## src/rtl/pcm_pkg.sv

```systemverilog
// Shared PCM codec definitions: mode encodings, sample/code widths and the
// channel-tag width helper.
package pcm_pkg;

    localparam int unsigned LIN_W  = 13;
    localparam int unsigned CODE_W = 8;

    typedef enum logic {
        MODE_EXPAND   = 1'b0,
        MODE_COMPRESS = 1'b1
    } pcm_mode_e;

    function automatic int unsigned ch_width(input int unsigned n);
        return (n <= 1) ? 1 : $clog2(n);
    endfunction

endpackage

```

## src/rtl/pcm_codec_if.sv

```systemverilog
// Sample-stream interface of the PCM codec: input handshake, output handshake
// and the processed-sample counter.
interface pcm_codec_if #(
    parameter int unsigned CH_W  = 2,
    parameter int unsigned CNT_W = 16
);
    import pcm_pkg::*;

    logic              in_valid;
    logic              in_ready;
    logic              in_mode;
    logic [CH_W-1:0]   in_chan;
    logic [LIN_W-1:0]  in_data;
    logic              out_valid;
    logic              out_ready;
    logic              out_mode;
    logic [CH_W-1:0]   out_chan;
    logic [LIN_W-1:0]  out_data;
    logic [CNT_W-1:0]  sample_cnt;

    modport master (
        output in_valid, in_mode, in_chan, in_data, out_ready,
        input  in_ready, out_valid, out_mode, out_chan, out_data, sample_cnt
    );

    modport slave (
        input  in_valid, in_mode, in_chan, in_data, out_ready,
        output in_ready, out_valid, out_mode, out_chan, out_data, sample_cnt
    );

endinterface

```

## src/rtl/pcm_seg_conv.sv

```systemverilog
// Combinational A-law segment conversion, both directions, mode-selected.
// Macro PCM_CODEC_XOR_EN enables the even-bit (8'h55) code inversion.
module pcm_seg_conv
    import pcm_pkg::*;
(
    input  pcm_mode_e          i_mode,
    input  logic [LIN_W-1:0]   i_data,
    output logic [LIN_W-1:0]   o_data
);

    logic [CODE_W-1:0] w_code;
    logic [11:0]       w_exp_mag;
    logic [LIN_W-1:0]  w_exp;
    logic [11:0]       w_cmp_mag;
    logic [2:0]        w_seg;
    logic [3:0]        w_man;
    logic [CODE_W-1:0] w_cmp_raw;
    logic [CODE_W-1:0] w_cmp;

`ifdef PCM_CODEC_XOR_EN
    assign w_code = i_data[7:0] ^ 8'h55;
    assign w_cmp  = w_cmp_raw ^ 8'h55;
`else
    assign w_code = i_data[7:0];
    assign w_cmp  = w_cmp_raw;
`endif

    // Segment k>=1 places {1, m, 1} with its leading one at bit k+4.
    always_comb begin
        w_exp_mag = '0;
        if (w_code[6:4] == 3'd0) begin
            w_exp_mag = {7'b0, w_code[3:0], 1'b1};
        end else begin
            w_exp_mag = {6'b0, 1'b1, w_code[3:0], 1'b1} << (w_code[6:4] - 3'd1);
        end
    end

    assign w_exp     = {w_code[7], w_exp_mag};
    assign w_cmp_mag = i_data[11:0];

    always_comb begin
        w_seg = '0;
        w_man = w_cmp_mag[4:1];
        for (int unsigned i = 5; i < 12; i++) begin
            if (w_cmp_mag[i]) begin
                w_seg = 3'(i - 4);
                w_man = 4'(w_cmp_mag >> (i - 4));
            end
        end
    end

    assign w_cmp_raw = {i_data[12], w_seg, w_man};
    assign o_data    = (i_mode == MODE_COMPRESS) ? {5'b0, w_cmp} : w_exp;

endmodule

```

## src/rtl/pcm_codec.sv

```systemverilog
// Two-stage valid/ready A-law PCM expander/compressor with channel tags and
// an output-transfer counter. Optional macro: PCM_CODEC_XOR_EN.
module pcm_codec
    import pcm_pkg::*;
#(
    parameter int unsigned CHANNELS = 4,
    parameter int unsigned CNT_W    = 16
)(
    input  logic             clk,
    input  logic             rst,
    pcm_codec_if.slave       bus
);

    localparam int unsigned CH_W = ch_width(CHANNELS);

    logic              r_s1_valid;
    pcm_mode_e         r_s1_mode;
    logic [CH_W-1:0]   r_s1_chan;
    logic [LIN_W-1:0]  r_s1_data;

    logic              r_s2_valid;
    logic              r_s2_mode;
    logic [CH_W-1:0]   r_s2_chan;
    logic [LIN_W-1:0]  r_s2_data;
    logic [CNT_W-1:0]  r_cnt;

    logic              w_s2_adv;
    logic              w_s1_adv;
    logic              w_in_ready;
    logic              w_out_xfer;
    logic [LIN_W-1:0]  w_conv;

    assign w_s2_adv   = !r_s2_valid || bus.out_ready;
    assign w_s1_adv   = r_s1_valid && w_s2_adv;
    assign w_in_ready = !r_s1_valid || w_s1_adv;
    assign w_out_xfer = r_s2_valid && bus.out_ready;

    pcm_seg_conv u_conv (
        .i_mode (r_s1_mode),
        .i_data (r_s1_data),
        .o_data (w_conv)
    );

    always_ff @(posedge clk) begin
        if (rst) begin
            r_s1_valid <= 1'b0;
            r_s1_mode  <= MODE_EXPAND;
            r_s1_chan  <= '0;
            r_s1_data  <= '0;
            r_s2_valid <= 1'b0;
            r_s2_mode  <= 1'b0;
            r_s2_chan  <= '0;
            r_s2_data  <= '0;
            r_cnt      <= '0;
        end else begin
            if (w_in_ready) begin
                r_s1_valid <= bus.in_valid;
                if (bus.in_valid) begin
                    r_s1_mode <= pcm_mode_e'(bus.in_mode);
                    r_s1_chan <= bus.in_chan;
                    r_s1_data <= bus.in_data;
                end
            end
            // Result registers only move when they are free or being drained.
            if (w_s2_adv) begin
                r_s2_valid <= r_s1_valid;
                if (r_s1_valid) begin
                    r_s2_mode <= r_s1_mode;
                    r_s2_chan <= r_s1_chan;
                    r_s2_data <= w_conv;
                end
            end
            if (w_out_xfer) begin
                r_cnt <= r_cnt + CNT_W'(1);
            end
        end
    end

    // out_valid is masked while rst is high so a flushed sample never transfers.
    assign bus.in_ready   = w_in_ready;
    assign bus.out_valid  = r_s2_valid && !rst;
    assign bus.out_mode   = r_s2_mode;
    assign bus.out_chan   = r_s2_chan;
    assign bus.out_data   = r_s2_data;
    assign bus.sample_cnt = r_cnt;

endmodule

```

## src/flat_wrapper.sv

```systemverilog
// flat-port wrapper written by rule: the top's interface ports become plain ports
module pcm_codec_flat import pcm_pkg::*;
#(
    parameter int unsigned CHANNELS = 4,
    parameter int unsigned CNT_W    = 16
)
  (clk, rst, bus_in_valid, bus_in_mode, bus_in_chan, bus_in_data, bus_out_ready, bus_in_ready, bus_out_valid, bus_out_mode, bus_out_chan, bus_out_data, bus_sample_cnt);
  pcm_codec_if #(.CH_W((2)), .CNT_W(CNT_W)) bus_i ();
  input  logic clk;
  input  logic rst;
  input wire logic [$bits(bus_i.in_valid)-1:0] bus_in_valid;
  input wire logic [$bits(bus_i.in_mode)-1:0] bus_in_mode;
  input wire logic [$bits(bus_i.in_chan)-1:0] bus_in_chan;
  input wire logic [$bits(bus_i.in_data)-1:0] bus_in_data;
  input wire logic [$bits(bus_i.out_ready)-1:0] bus_out_ready;
  output wire logic [$bits(bus_i.in_ready)-1:0] bus_in_ready;
  output wire logic [$bits(bus_i.out_valid)-1:0] bus_out_valid;
  output wire logic [$bits(bus_i.out_mode)-1:0] bus_out_mode;
  output wire logic [$bits(bus_i.out_chan)-1:0] bus_out_chan;
  output wire logic [$bits(bus_i.out_data)-1:0] bus_out_data;
  output wire logic [$bits(bus_i.sample_cnt)-1:0] bus_sample_cnt;
  assign bus_i.in_valid = bus_in_valid;
  assign bus_i.in_mode = bus_in_mode;
  assign bus_i.in_chan = bus_in_chan;
  assign bus_i.in_data = bus_in_data;
  assign bus_i.out_ready = bus_out_ready;
  assign bus_in_ready = bus_i.in_ready;
  assign bus_out_valid = bus_i.out_valid;
  assign bus_out_mode = bus_i.out_mode;
  assign bus_out_chan = bus_i.out_chan;
  assign bus_out_data = bus_i.out_data;
  assign bus_sample_cnt = bus_i.sample_cnt;
  pcm_codec #(.CHANNELS(CHANNELS), .CNT_W(CNT_W)) u_core (.clk(clk), .rst(rst), .bus(bus_i));
endmodule
```

## config.mk

```make
export PLATFORM = sky130hd
export DESIGN_NAME = pcm_codec_flat
export DESIGN_NICKNAME = d
export VERILOG_FILES = /design/src/rtl/pcm_pkg.sv /design/src/rtl/pcm_codec_if.sv /design/src/rtl/pcm_seg_conv.sv /design/src/rtl/pcm_codec.sv /design/src/flat_wrapper.sv
export SDC_FILE = /design/constraint.sdc
export NUM_CORES = 1
export LEC_CHECK = 0
export CAP_MARGIN = 10
export CORE_MARGIN = 5
export CORE_UTILIZATION = 39
export DETAILED_ROUTE_END_ITERATION = 6
export SETUP_SLACK_MARGIN = 0.15
export SLEW_MARGIN = 15
export SYNTH_ARGS = -nofsm -noshare
export SYNTH_HDL_FRONTEND = slang
export SYNTH_HIERARCHICAL = 1
export SYNTH_SLANG_ARGS = --single-unit
export TNS_END_PERCENT = 10
```

## constraint.sdc

```tcl
create_clock -name clk -period 5 [get_ports clk]
set_clock_uncertainty 0.1 [all_clocks]
set_input_delay 0.75 -clock clk [delete_from_list [all_inputs] [get_ports clk]]
set_output_delay 0.75 -clock clk [all_outputs]
set_load 0.1 [all_outputs]
```

== After elaboration in Yosys (flattened, before gate mapping) ==
Cells that the tools add are included.
Storage, ports and cells
  output and inout bits: 34
  input port bits: 20
  register bits after elaboration: 50
Operators by class
  reduce and logical (&&, ||, !) cells: 11
  mux-type cells: 15
  add/subtract/negate cells: 2
  shifts and indexed selects: 1
Operators by type and width (count)
  4-bit 2-to-1 mux: 6
  3-bit 2-to-1 mux: 6
  16-bit by 1-bit adder with 16-bit output, second input constant: 1
  13-bit 2-to-1 mux: 1
  12-bit 2-to-1 mux: 1
  6-bit by 3-bit << shifter with 12-bit output: 1
  2-bit AND reduction: 2
  1-bit logical AND: 3
  1-bit logical NOT: 3
  3-bit logical NOT: 1
  3-bit by 1-bit subtractor with 3-bit output, second input constant: 1
  1-bit logical OR: 2
  1-bit 2-to-1 mux: 1

== Depth between registers and ports, before layout ==
Gate-level depths: netlist of run 1.
  depth after elaboration: 8
  mapped depth: 9

== Modules after synthesis ==
Netlist of run 1, hierarchy kept.
Modules (own cells, without submodules)
  pcm_codec: cells an instance 234, instances 1, area an instance 1913.1 um2
  pcm_seg_conv: cells an instance 111, instances 1, area an instance 765.7 um2

== Worst setup path after synthesis of run 1 ==
OpenSTA, ideal clock, no wires.
  path type: input port to output port
  from: in rst
  to: out bus_out_valid
  path slack: 1925 ps
  stages: 2
  buffers on the path: 1
  data required time: 4150 ps
  data arrival time: 2225 ps
  cell sequence: clkbuf_1 nor2b_1
On the way
  longest elaborated chain between the ends: 2
RTL lines
  from (decl): RTL line flat_wrapper.sv:10  | input logic rst;
  1-bit logical NOT: RTL line pcm_codec.sv:81  | assign bus.out_valid = r_s2_valid && !rst;
  1-bit logical AND: RTL line pcm_codec.sv:81
  to (decl): RTL line flat_wrapper.sv:17  | output wire logic [$bits(bus_i.out_valid)-1:0] bus_out_valid;
No other way between the ends.

== Worst setup path after layout of run 1 ==
  from: in bus_out_ready
  to: out bus_in_ready
On the way
  longest elaborated chain between the ends: 3
RTL lines
  from (decl): RTL line flat_wrapper.sv:15  | input wire logic [$bits(bus_i.out_ready)-1:0] bus_out_ready;
  1-bit logical OR: RTL line pcm_codec.sv:33  | assign w_s2_adv = !r_s2_valid || bus.out_ready;
  1-bit logical AND: RTL line pcm_codec.sv:34  | assign w_s1_adv = r_s1_valid && w_s2_adv;
  1-bit logical OR: RTL line pcm_codec.sv:35  | assign w_in_ready = !r_s1_valid || w_s1_adv;
  to (decl): RTL line flat_wrapper.sv:16  | output wire logic [$bits(bus_i.in_ready)-1:0] bus_in_ready;
No other way between the ends.

==> results.sh, run 1 <==
export IMPL_outcome="complete, no violations"
export IMPL_place_congestion=0.870
export IMPL_clockRootBuffer="clkbuf_8"
export IMPL_slew_viol_final=0
export IMPL_die_w_um=92.9
export IMPL_path_clk_slew_ns=0.09
export IMPL_start_kind="input port"
export IMPL_tightest_slew_ns=0.990
export IMPL_synth_seq_cells=50
export IMPL_cts_tree="built"
export IMPL_worstPathRequired_ns=4.15
export IMPL_hold_class="reg -> reg"
export IMPL_busiest_layer="met2"
export IMPL_antenna_found_initial=0
export IMPL_met1_usage_pct=21.1
export IMPL_critPathKind="in -> out"
export IMPL_htree_levels=2
export IMPL_core_area_um2=6760
export IMPL_setup_violations=0
export IMPL_wire_per_inst_um=13.8
export IMPL_hold_violations=0
export IMPL_power_density_nw_per_um2=256
export IMPL_postCtsResizedCells=0
export IMPL_rows=30
export IMPL_ir_drop_mv=0.113
export IMPL_cts_num_sinks=50
export IMPL_maxSlewHeadroom_pct=33.8
export IMPL_cts_buffer_depth=2
export IMPL_cts_setup_buffers=0
export IMPL_dieArea_um2=8630
export IMPL_grt_first_pass_wirelength_mm=10.4
export IMPL_holdWs_ns=0.354
export IMPL_cp_arrival_ns=2.01
export IMPL_synth_nets=369
export IMPL_wl_mm=6.42
export IMPL_nNetsFinal=407
export IMPL_syn_cell_area_um2=2680
export IMPL_grt_max_degree=52
export IMPL_ctsHoldBuffers=0
export IMPL_cap_violations=0
export IMPL_via_count=2442
export IMPL_die_y_um=92.9
export IMPL_port_buffers=53
export IMPL_yosysSeqAreaShare_pct=37.4
export IMPL_syn_to_final_growth_pct=21.8
export IMPL_fin_crit_ns=2.86
export IMPL_synth_async_reset_ratio_pct=0
export IMPL_use_met3_pct=2.36
export IMPL_num_io_pins=54
export IMPL_viasPerCell=5.26
export IMPL_drc=0
export IMPL_grt_use_met2_pct=22.6
export IMPL_ant_nets=0
export IMPL_cp_end_kind="output pin"
export IMPL_grt_overflow=0
export IMPL_drtIter0Drc=90
export IMPL_leakagePower_nw=1.13
export IMPL_grt_pass1_vias=2198
export IMPL_fmax_ghz=0.350
export IMPL_numCtsBuffers=5
export IMPL_drt_pass1_iterations=4
export IMPL_diodes=0
export IMPL_postSynthCellCount=345
export IMPL_fin_setup_tns_ns=0
export IMPL_min_period_over_period_pct=57.1
export IMPL_syn_area_per_cell_um2=7.76
export IMPL_synth_edff_count=0
export IMPL_path_max_fanout=19
export IMPL_clock_latency_ns=0.30
export IMPL_rsz0062_at_grt="no"
export IMPL_grt_use_total_pct=14.7
export IMPL_yosysUniqueCellTypes=56
export IMPL_place_hpwl_mm=4.55
export IMPL_start_util_pct=39.6
export IMPL_drive_gt1_share_pct=5.73
export IMPL_yosys_warnings=6
export IMPL_ys_flop_type="dfxtp_1"
## layout by cell type, fill, tap and decap left out, types with 5 or more instances in the layout
cell type	Yosys	final
o21ai_0	8	8
inv_1	8	8
dfxtp_1	50	50
nor3b_1	5	5
xor2_1	7	7
clkdlybuf4s50_1	0	51
mux2i_1	5	5
clkbuf_8	5	6
nand2b_1	5	5
xnor2_1	6	6
nor2_1	21	21
nand3_1	21	21
nand2_1	68	68
a21oi_1	54	54
nor2b_1	6	5
## metal layers
layer	vias up	share of wire, %
met5	-	0
met4	0	0.86
met3	5	3.1
met2	44	45
met1	1122	51
li1	1271	-
## through the flow
stage	instance area (um2)	utilization, %	worst slack, ns	total power, W	std cells
after global routing	3260	48.3	1.93	0.000877	464
after CTS	3260	48.2	2.14	0.000847	464
after global placement	3160	46.8	2.15	0.000595	456
after floorplan	2680	-	1.93	0.000556	345
final	3260	48.3	2.14	0.000836	464
after detailed placement	3160	46.8	2.14	0.000596	456
## synth_stat cells, drive strengths merged (2+ instances only)
library cell  count  area, um2
nor3b             5       37.5
o31ai             2       15.0
nand2b            5       31.3
o211ai            2       15.0
buf               5       33.8
mux2i             5       50.1
o22ai             2       12.5
xnor2             6       52.6
or3               3       25.0
a21oi            54        270
nor3              4       20.0
nor4              2       12.5
ha                4       50.1
or3b              3       26.3
inv               8       30.0
nand3            21        105
xor2              7       61.3
nor2             21       78.8
a22oi             2       15.0
and4              2       17.5
nand4             4       31.3
a2111oi           2       18.8
nand3b            3       22.5
nor2b             6       37.5
o21ai             9       45.0
dfxtp            50       1000
clkbuf           19        121
and2              3       18.8
nand2            68        255
## power breakdown
group          total, W  switching (W)  internal [W]
sequential     0.000433      0.0000219      0.000411
clock          0.000248       0.000133      0.000115
combinational  0.000155      0.0000966     0.0000586
## kinds of logic after synthesis
logic type	count (synthesis)	synth area share, %
AND/OR/NAND/NOR	155	28.4
AO/OA/AOI/OAI	84	18.1
flip-flops	50	37.4
buffers and inverters	32	6.91
XOR/XNOR	13	4.25
multiplexers	7	3.13
adder cells (fa/ha/maj)	4	1.87
## critical path: stages
cell	delay, ns
clkdlybuf4s50_1	0.55
nand3b_1	0.13
buf_4	0.23
buf_4	0.33
## final timing paths
check | start | endpoint | slack [ns] | depth (start not counted)
min reg2reg | u_core/r_s1_chan[1] | u_core/bus.out_chan[1] | 0.35 | 2
max reg2reg | u_core/r_s1_data[4] | u_core/bus.out_data[3] | 2.27 | 8
max | bus_out_ready | bus_in_ready | 2.14 | 4
min | u_core/r_s1_chan[1] | u_core/bus.out_chan[1] | 0.35 | 2
## flip-flops by register name, indices dropped and copies added (netlist names)
name and count:
u_core/bus.sample_cnt 16, u_core/bus.out_data 13, u_core/r_s1_data 13, u_core/bus.out_chan 2, u_core/r_s1_chan 2, u_core/bus.out_mode 1, u_core/r_s1_mode 1, u_core/r_s1_valid 1
u_core/r_s2_valid 1
## layout make-up
type | instances | area [um2]
Tap cell | 80 | 100
Sequential cell | 50 | 1000
Clock inverter | 1 | 8.76
Clock buffer | 7 | 86.3
Timing Repair Buffer | 55 | 541
Fill cell | 702 | 3490
Inverter | 8 | 30.0
Multi-Input combinational cell | 263 | 1500
No activity file was read; power rests on OpenSTA's default activity.
==> inputs of run 2 (changes only) <==
==> constraint.sdc (replaced) <==
create_clock -name clk -period 2.8 [get_ports clk]
set_clock_uncertainty 0.1 [all_clocks]
set_input_delay 0.42 -clock clk [delete_from_list [all_inputs] [get_ports clk]]
set_output_delay 0.42 -clock clk [all_outputs]
set_load 0.1 [all_outputs]
==> results.sh, run 2 (synthesis results as in run 1) <==
export IMPL_outcome="complete, no violations"
export IMPL_rr_worst_depth=8
export IMPL_drt_pass1_iterations=4
export IMPL_reg2reg_from="u_core/r_s1_data[5]"
export IMPL_grt_overflow=0
export IMPL_final_common_cell="nand2_1"
export IMPL_rsz0062_at_grt="no"
export IMPL_die_y_um=92.9
export IMPL_ctsHoldBuffers=0
export IMPL_grt_max_degree=51
export IMPL_path_cells="inv_1 > ha_1 > nor2b_1 > o21ai_0 > a221oi_1 > o211ai_1 > nand2_1 > a21oi_1"
export IMPL_die_w_um=92.9
export IMPL_start_util_pct=39.6
export IMPL_numCtsBuffers=5
export IMPL_cp_end_kind="flop"
export IMPL_regArea_um2=1000
export IMPL_critPathKind="reg -> reg"
export IMPL_wl_met1_mm=3.36
export IMPL_routed_wl_met3_um=340
export IMPL_core_area_um2=6760
export IMPL_cap_violations=0
export IMPL_setup_violations=0
export IMPL_cp_arrival_ns=2.32
export IMPL_final_cell_mix="nand2_1 (68), a21oi_1 (54), dfxtp_1 (50), buf_4 (40)"
export IMPL_cts_tree="built"
export IMPL_fin_setup_tns_ns=0
export IMPL_clockRootBuffer="clkbuf_8"
export IMPL_dieArea_um2=8630
export IMPL_grt_pass1_vias=2305
export IMPL_viasPerCell=5.26
export IMPL_port_buffers=53
export IMPL_crit_slowest_cell="ha_1"
export IMPL_wl_met2_mm=2.87
export IMPL_syn_to_final_growth_pct=21.4
export IMPL_fmax_ghz=0.446
export IMPL_path_clk_slew_ns=0.09
export IMPL_num_io_pins=54
export IMPL_ir_drop_mv=0.172
export IMPL_whs_endpoint="u_core/bus.out_chan[1]"
export IMPL_drive_gt1_share_pct=15.4
export IMPL_htree_levels=2
export IMPL_diodes=0
export IMPL_via_count=2472
export IMPL_slew_viol_final=0
export IMPL_start_kind="flop"
export IMPL_reg2reg_slack_ns=0.56
export IMPL_rows=30
export IMPL_antenna_found_initial=0
export IMPL_r2r_end="u_core/bus.out_data[2]"
export IMPL_largest_register_ffs=16
export IMPL_finalNonFillerCells=470
export IMPL_power_density_nw_per_um2=465
export IMPL_hold_violations=0
export IMPL_place_congestion=0.862
export IMPL_leakagePower_nw=1.23
export IMPL_power_w=0.00151
export IMPL_fin_crit_ns=2.24
export IMPL_grt_first_pass_wirelength_mm=11.2
export IMPL_drtIter0Drc=131
export IMPL_hold_depth=2
export IMPL_final_core_util_pct=48.1
export IMPL_slowest_delay_ns=0.51
export IMPL_fill_cells=739
export IMPL_hp_start="u_core/r_s1_chan[1]"
export IMPL_holdWs_ns=0.358
export IMPL_nNetsFinal=413
export IMPL_place_hpwl_mm=4.81
export IMPL_path_max_fanout=11
export IMPL_maxSlewHeadroom_pct=60.4
export IMPL_cts_num_sinks=50
export IMPL_ant_nets=0
export IMPL_hold_class="reg -> reg"
export IMPL_cts_buffer_depth=2
export IMPL_multi_input_area_um2=1490
export IMPL_postCtsResizedCells=0
export IMPL_cts_setup_buffers=0
export IMPL_wl_mm=6.66
export IMPL_min_period_over_period_pct=80.0
export IMPL_worstPathRequired_ns=2.88
export IMPL_dp_cells=462
export IMPL_clock_latency_ns=0.31
export IMPL_top_layer_used="met4"
export IMPL_tightest_slew_ns=0.593
export IMPL_drc=0
export IMPL_wire_per_inst_um=14.2
export IMPL_grt_use_total_pct=16.1
run 2: changes by cell type in the layout (fill, tap and decap cells not counted):
cell / change
clkbuf_1: -1
clkinvlp_4: +1
nor2b_1: +1
clkdlybuf4s50_1: -32
nor2b_2: -1
buf_12: +2
buf_4: +36
run 2: where the power goes:
| group | internal [W] | switching, W |
|---|---|---|
| Clock | 0.000204 | 0.000253 |
| Combinational | 0.000108 | 0.000179 |
| Sequential | 0.000733 | 0.0000337 |
run 2: area by class of cell:
class | instances | share of cell area (%)
sequential | 50 | 30.8
tap | 80 | 3.08
multi-input combinational | 263 | 45.9
timing repair buffer | 61 | 16.3
clock buffer | 6 | 2.54
clock inverter | 2 | 0.500
inverter | 8 | 0.923
run 2: how the worst max path moves through the flow:
stage | slack, ns | startpoint | depth (start not counted) | endpoint
5_1_grt | 0.31 | u_core/r_s1_data[5] | 8 | u_core/bus.out_data[3]
3_5_place_dp | 0.45 | bus_out_ready | 5 | u_core/bus.sample_cnt[11]
6_report | 0.56 | u_core/r_s1_data[5] | 8 | u_core/bus.out_data[2]
3_3_place_gp | 0.47 | bus_out_ready | 5 | u_core/bus.sample_cnt[11]
2_1_floorplan | 0.30 | u_core/bus.sample_cnt[7] | 4 | u_core/bus.sample_cnt[15]
4_1_cts | 0.58 | u_core/r_s1_data[5] | 8 | u_core/bus.out_data[2]
run 2: metal layers:
layer / up-vias / global-route usage, %
li1: 1280 / -
met1: 1125 / 23.3
met2: 60 / 23.8
met3: 7 / 3.41
met4: 0 / 5.37
met5: - / 0
run 2: stage by stage:
stage / area [um2] / worst slack, ns
CTS: 3250 / 0.582
floorplan: 2680 / 0.297
global placement: 3150 / 0.469
finish: 3250 / 0.560
detailed placement: 3150 / 0.455
global route: 3250 / 0.306
run 2: critical path: cells and delay by family (launching register included):
| kind | cells | cell delay [ns] |
|---|---|---|
| flops | 1 | 0.41 |
| simple gates | 2 | 0.25 |
| buf+inv | 1 | 0.14 |
| compound gates | 4 | 0.70 |
| fa+ha+maj | 1 | 0.51 |
==> inputs of run 3 (changes only) <==
--- a/config.mk
+++ b/config.mk
@@ -9,6 +9,7 @@
 export CORE_MARGIN = 5
 export CORE_UTILIZATION = 39
 export DETAILED_ROUTE_END_ITERATION = 6
+export PLACE_DENSITY = 0.66
 export SETUP_SLACK_MARGIN = 0.15
 export SLEW_MARGIN = 15
 export SYNTH_ARGS = -nofsm -noshare
==> constraint.sdc (replaced) <==
create_clock -name clk -period 1.97 [get_ports clk]
set_clock_uncertainty 0.1 [all_clocks]
set_input_delay 0.2955 -clock clk [delete_from_list [all_inputs] [get_ports clk]]
set_output_delay 0.2955 -clock clk [all_outputs]
set_load 0.1 [all_outputs]
==> results.sh, run 3 (synthesis results as in run 1) <==
export IMPL_fin_ws_ns=0.108
export IMPL_dp_slack_ns=-0.270
export IMPL_final_common_cell="nand2_1"
export IMPL_dp_cells=479
export IMPL_place_congestion=0.914
export IMPL_min_period_over_period_pct=94.5
export IMPL_die_w_um=92.9
export IMPL_cts_buffer_depth=2
export IMPL_rows=30
export IMPL_path_cells="clkinv_4 > ha_4 > nor3b_1 > a2111oi_2 > a21oi_1 > o21ai_1 > nand2_1 > a21oi_1"
export IMPL_nNetsFinal=435
export IMPL_largest_register_ffs=16
export IMPL_die_y_um=92.9
export IMPL_holdWs_ns=0.332
export IMPL_wire_per_inst_um=14.5
export IMPL_drt_pass1_iterations=4
export IMPL_drive_gt1_share_pct=28.9
export IMPL_cp_arrival_ns=2.02
export IMPL_dieArea_um2=8630
export IMPL_clock_latency_ns=0.31
export IMPL_ant_nets=0
export IMPL_regArea_um2=1050
export IMPL_setup_violations=0
export IMPL_crit_buf_inv=1
export IMPL_drc=0
export IMPL_cpMostUsedCell="a21oi_1"
export IMPL_start_kind="flop"
export IMPL_fmax_ghz=0.537
export IMPL_core_area_um2=6760
export IMPL_cts_num_sinks=50
export IMPL_path_clk_slew_ns=0.10
export IMPL_drtIter0Drc=171
export IMPL_syn_to_final_growth_pct=38.6
export IMPL_grt_pass1_vias=2326
export IMPL_ctsHoldBuffers=0
export IMPL_postPlaceCellArea_um2=3410
export IMPL_tightest_slew_ns=0.607
export IMPL_num_io_pins=54
export IMPL_maxSlewHeadroom_pct=59.3
export IMPL_grt_overflow=0
export IMPL_cap_violations=0
export IMPL_rsz0062_at_grt="yes"
export IMPL_slowest_delay_ns=0.38
export IMPL_cp_end_kind="flop"
export IMPL_outcome="complete, no violations"
export IMPL_crit_slowest_cell="a2111oi_2"
export IMPL_viasPerCell=5.27
export IMPL_diodes=0
export IMPL_finalNonFillerCells=492
export IMPL_htree_levels=2
export IMPL_grt_max_degree=51
export IMPL_via_count=2594
export IMPL_cts_tree="built"
export IMPL_antenna_found_initial=0
export IMPL_critPathKind="reg -> reg"
export IMPL_hold_violations=0
export IMPL_numCtsBuffers=5
export IMPL_fin_area_um2=3710
export IMPL_wl_mm=7.13
export IMPL_port_buffers=53
export IMPL_hold_class="in -> reg"
export IMPL_path_max_fanout=6
export IMPL_grt_use_total_pct=15.9
export IMPL_worstPathRequired_ns=2.13
export IMPL_final_core_util_pct=55.0
export IMPL_place_hpwl_mm=5.06
export IMPL_crit_family="compound AO/OA/AOI/OAI gates"
export IMPL_fill_cells=673
export IMPL_fin_crit_ns=1.86
export IMPL_start_util_pct=39.6
export IMPL_final_cell_mix="nand2_1 (67), buf_4 (56), a21oi_1 (51), dfxtp_1 (34)"
export IMPL_grt_first_pass_wirelength_mm=11.2
export IMPL_slew_viol_final=0
export IMPL_multi_input_area_um2=1650
export IMPL_ir_drop_mv=0.302
export IMPL_clockRootBuffer="clkbuf_8"
export IMPL_leakagePower_nw=1.42
export IMPL_power_density_nw_per_um2=621
run 3: cell types whose count changed in the layout (fill, tap and decap cells not counted), moves of 3 or more:
cell | before | now
dfxtp_4 | 0 | 13
buf_12 | 2 | 7
buf_4 | 40 | 56
dfxtp_1 | 50 | 34
dfxtp_2 | 0 | 3
nor2b_2 | 0 | 3
nor2b_1 | 6 | 3
a21oi_1 | 54 | 51
run 3: layout make-up:
class / instances / area share (%)
Sequential cell: 50 / 28.4
Clock buffer: 6 / 2.53
Tap cell: 80 / 2.70
Clock inverter: 2 / 0.505
Inverter: 8 / 1.01
Multi-Input combinational cell: 263 / 44.3
Timing Repair Buffer: 83 / 20.6
run 3: routing by layer:
layer	part of all wire, %	routed length, um	track usage [%]
met4	0.95	68	4.15
met3	4.4	317	3.41
met5	0	0	0
met2	50	3530	26.6
met1	45	3210	20.6
run 3: power breakdown:
group | internal, W | total, W | switching, W
clock | 0.000337 | 0.000724 | 0.000387
sequential | 0.00103 | 0.00107 | 0.0000442
combinational | 0.000217 | 0.000511 | 0.000294
total | 0.00158 | 0.00231 | 0.000726
run 3: final timing paths:
| kind | startpoint | to | slack [ns] | cells after the start |
|---|---|---|---|---|
| min | bus_out_ready | u_core/bus.sample_cnt[1] | 0.33 | 3 |
| min reg2reg | u_core/r_s1_chan[0] | u_core/bus.out_chan[0] | 0.36 | 2 |
| max | u_core/r_s1_data[4] | u_core/bus.out_data[3] | 0.11 | 8 |
| max reg2reg | u_core/r_s1_data[4] | u_core/bus.out_data[3] | 0.11 | 8 |
run 3: stage by stage:
stage	setup TNS, ns	total power [W]
after floorplan	-1.05	0.00140
after global placement	-2.42	0.00154
after detailed placement	-3.73	0.00154
after CTS	0	0.00227
after global routing	0	0.00240
final	0	0.00231
run 3: what timing repair did:
| action | in CTS | in global routing |
|---|---|---|
| endpoints found under the setup margin | 17 | 17 |
| buffers inserted | 2 | 3 |
| gates cloned | 0 | 0 |
| pin swaps | 0 | 7 |
| resized for setup | 5 | 31 |
run 3: worst reg2reg max path, delay by kind of cell, from the launching register on:
| family | cells | cell delay, ns |
|---|---|---|
| AOI/OAI and AO/OA | 4 | 0.76 |
| DFF | 1 | 0.37 |
| adders and majority gates | 1 | 0.28 |
| and+or+nand+nor | 2 | 0.22 |
| buffers and inverters | 1 | 0.09 |
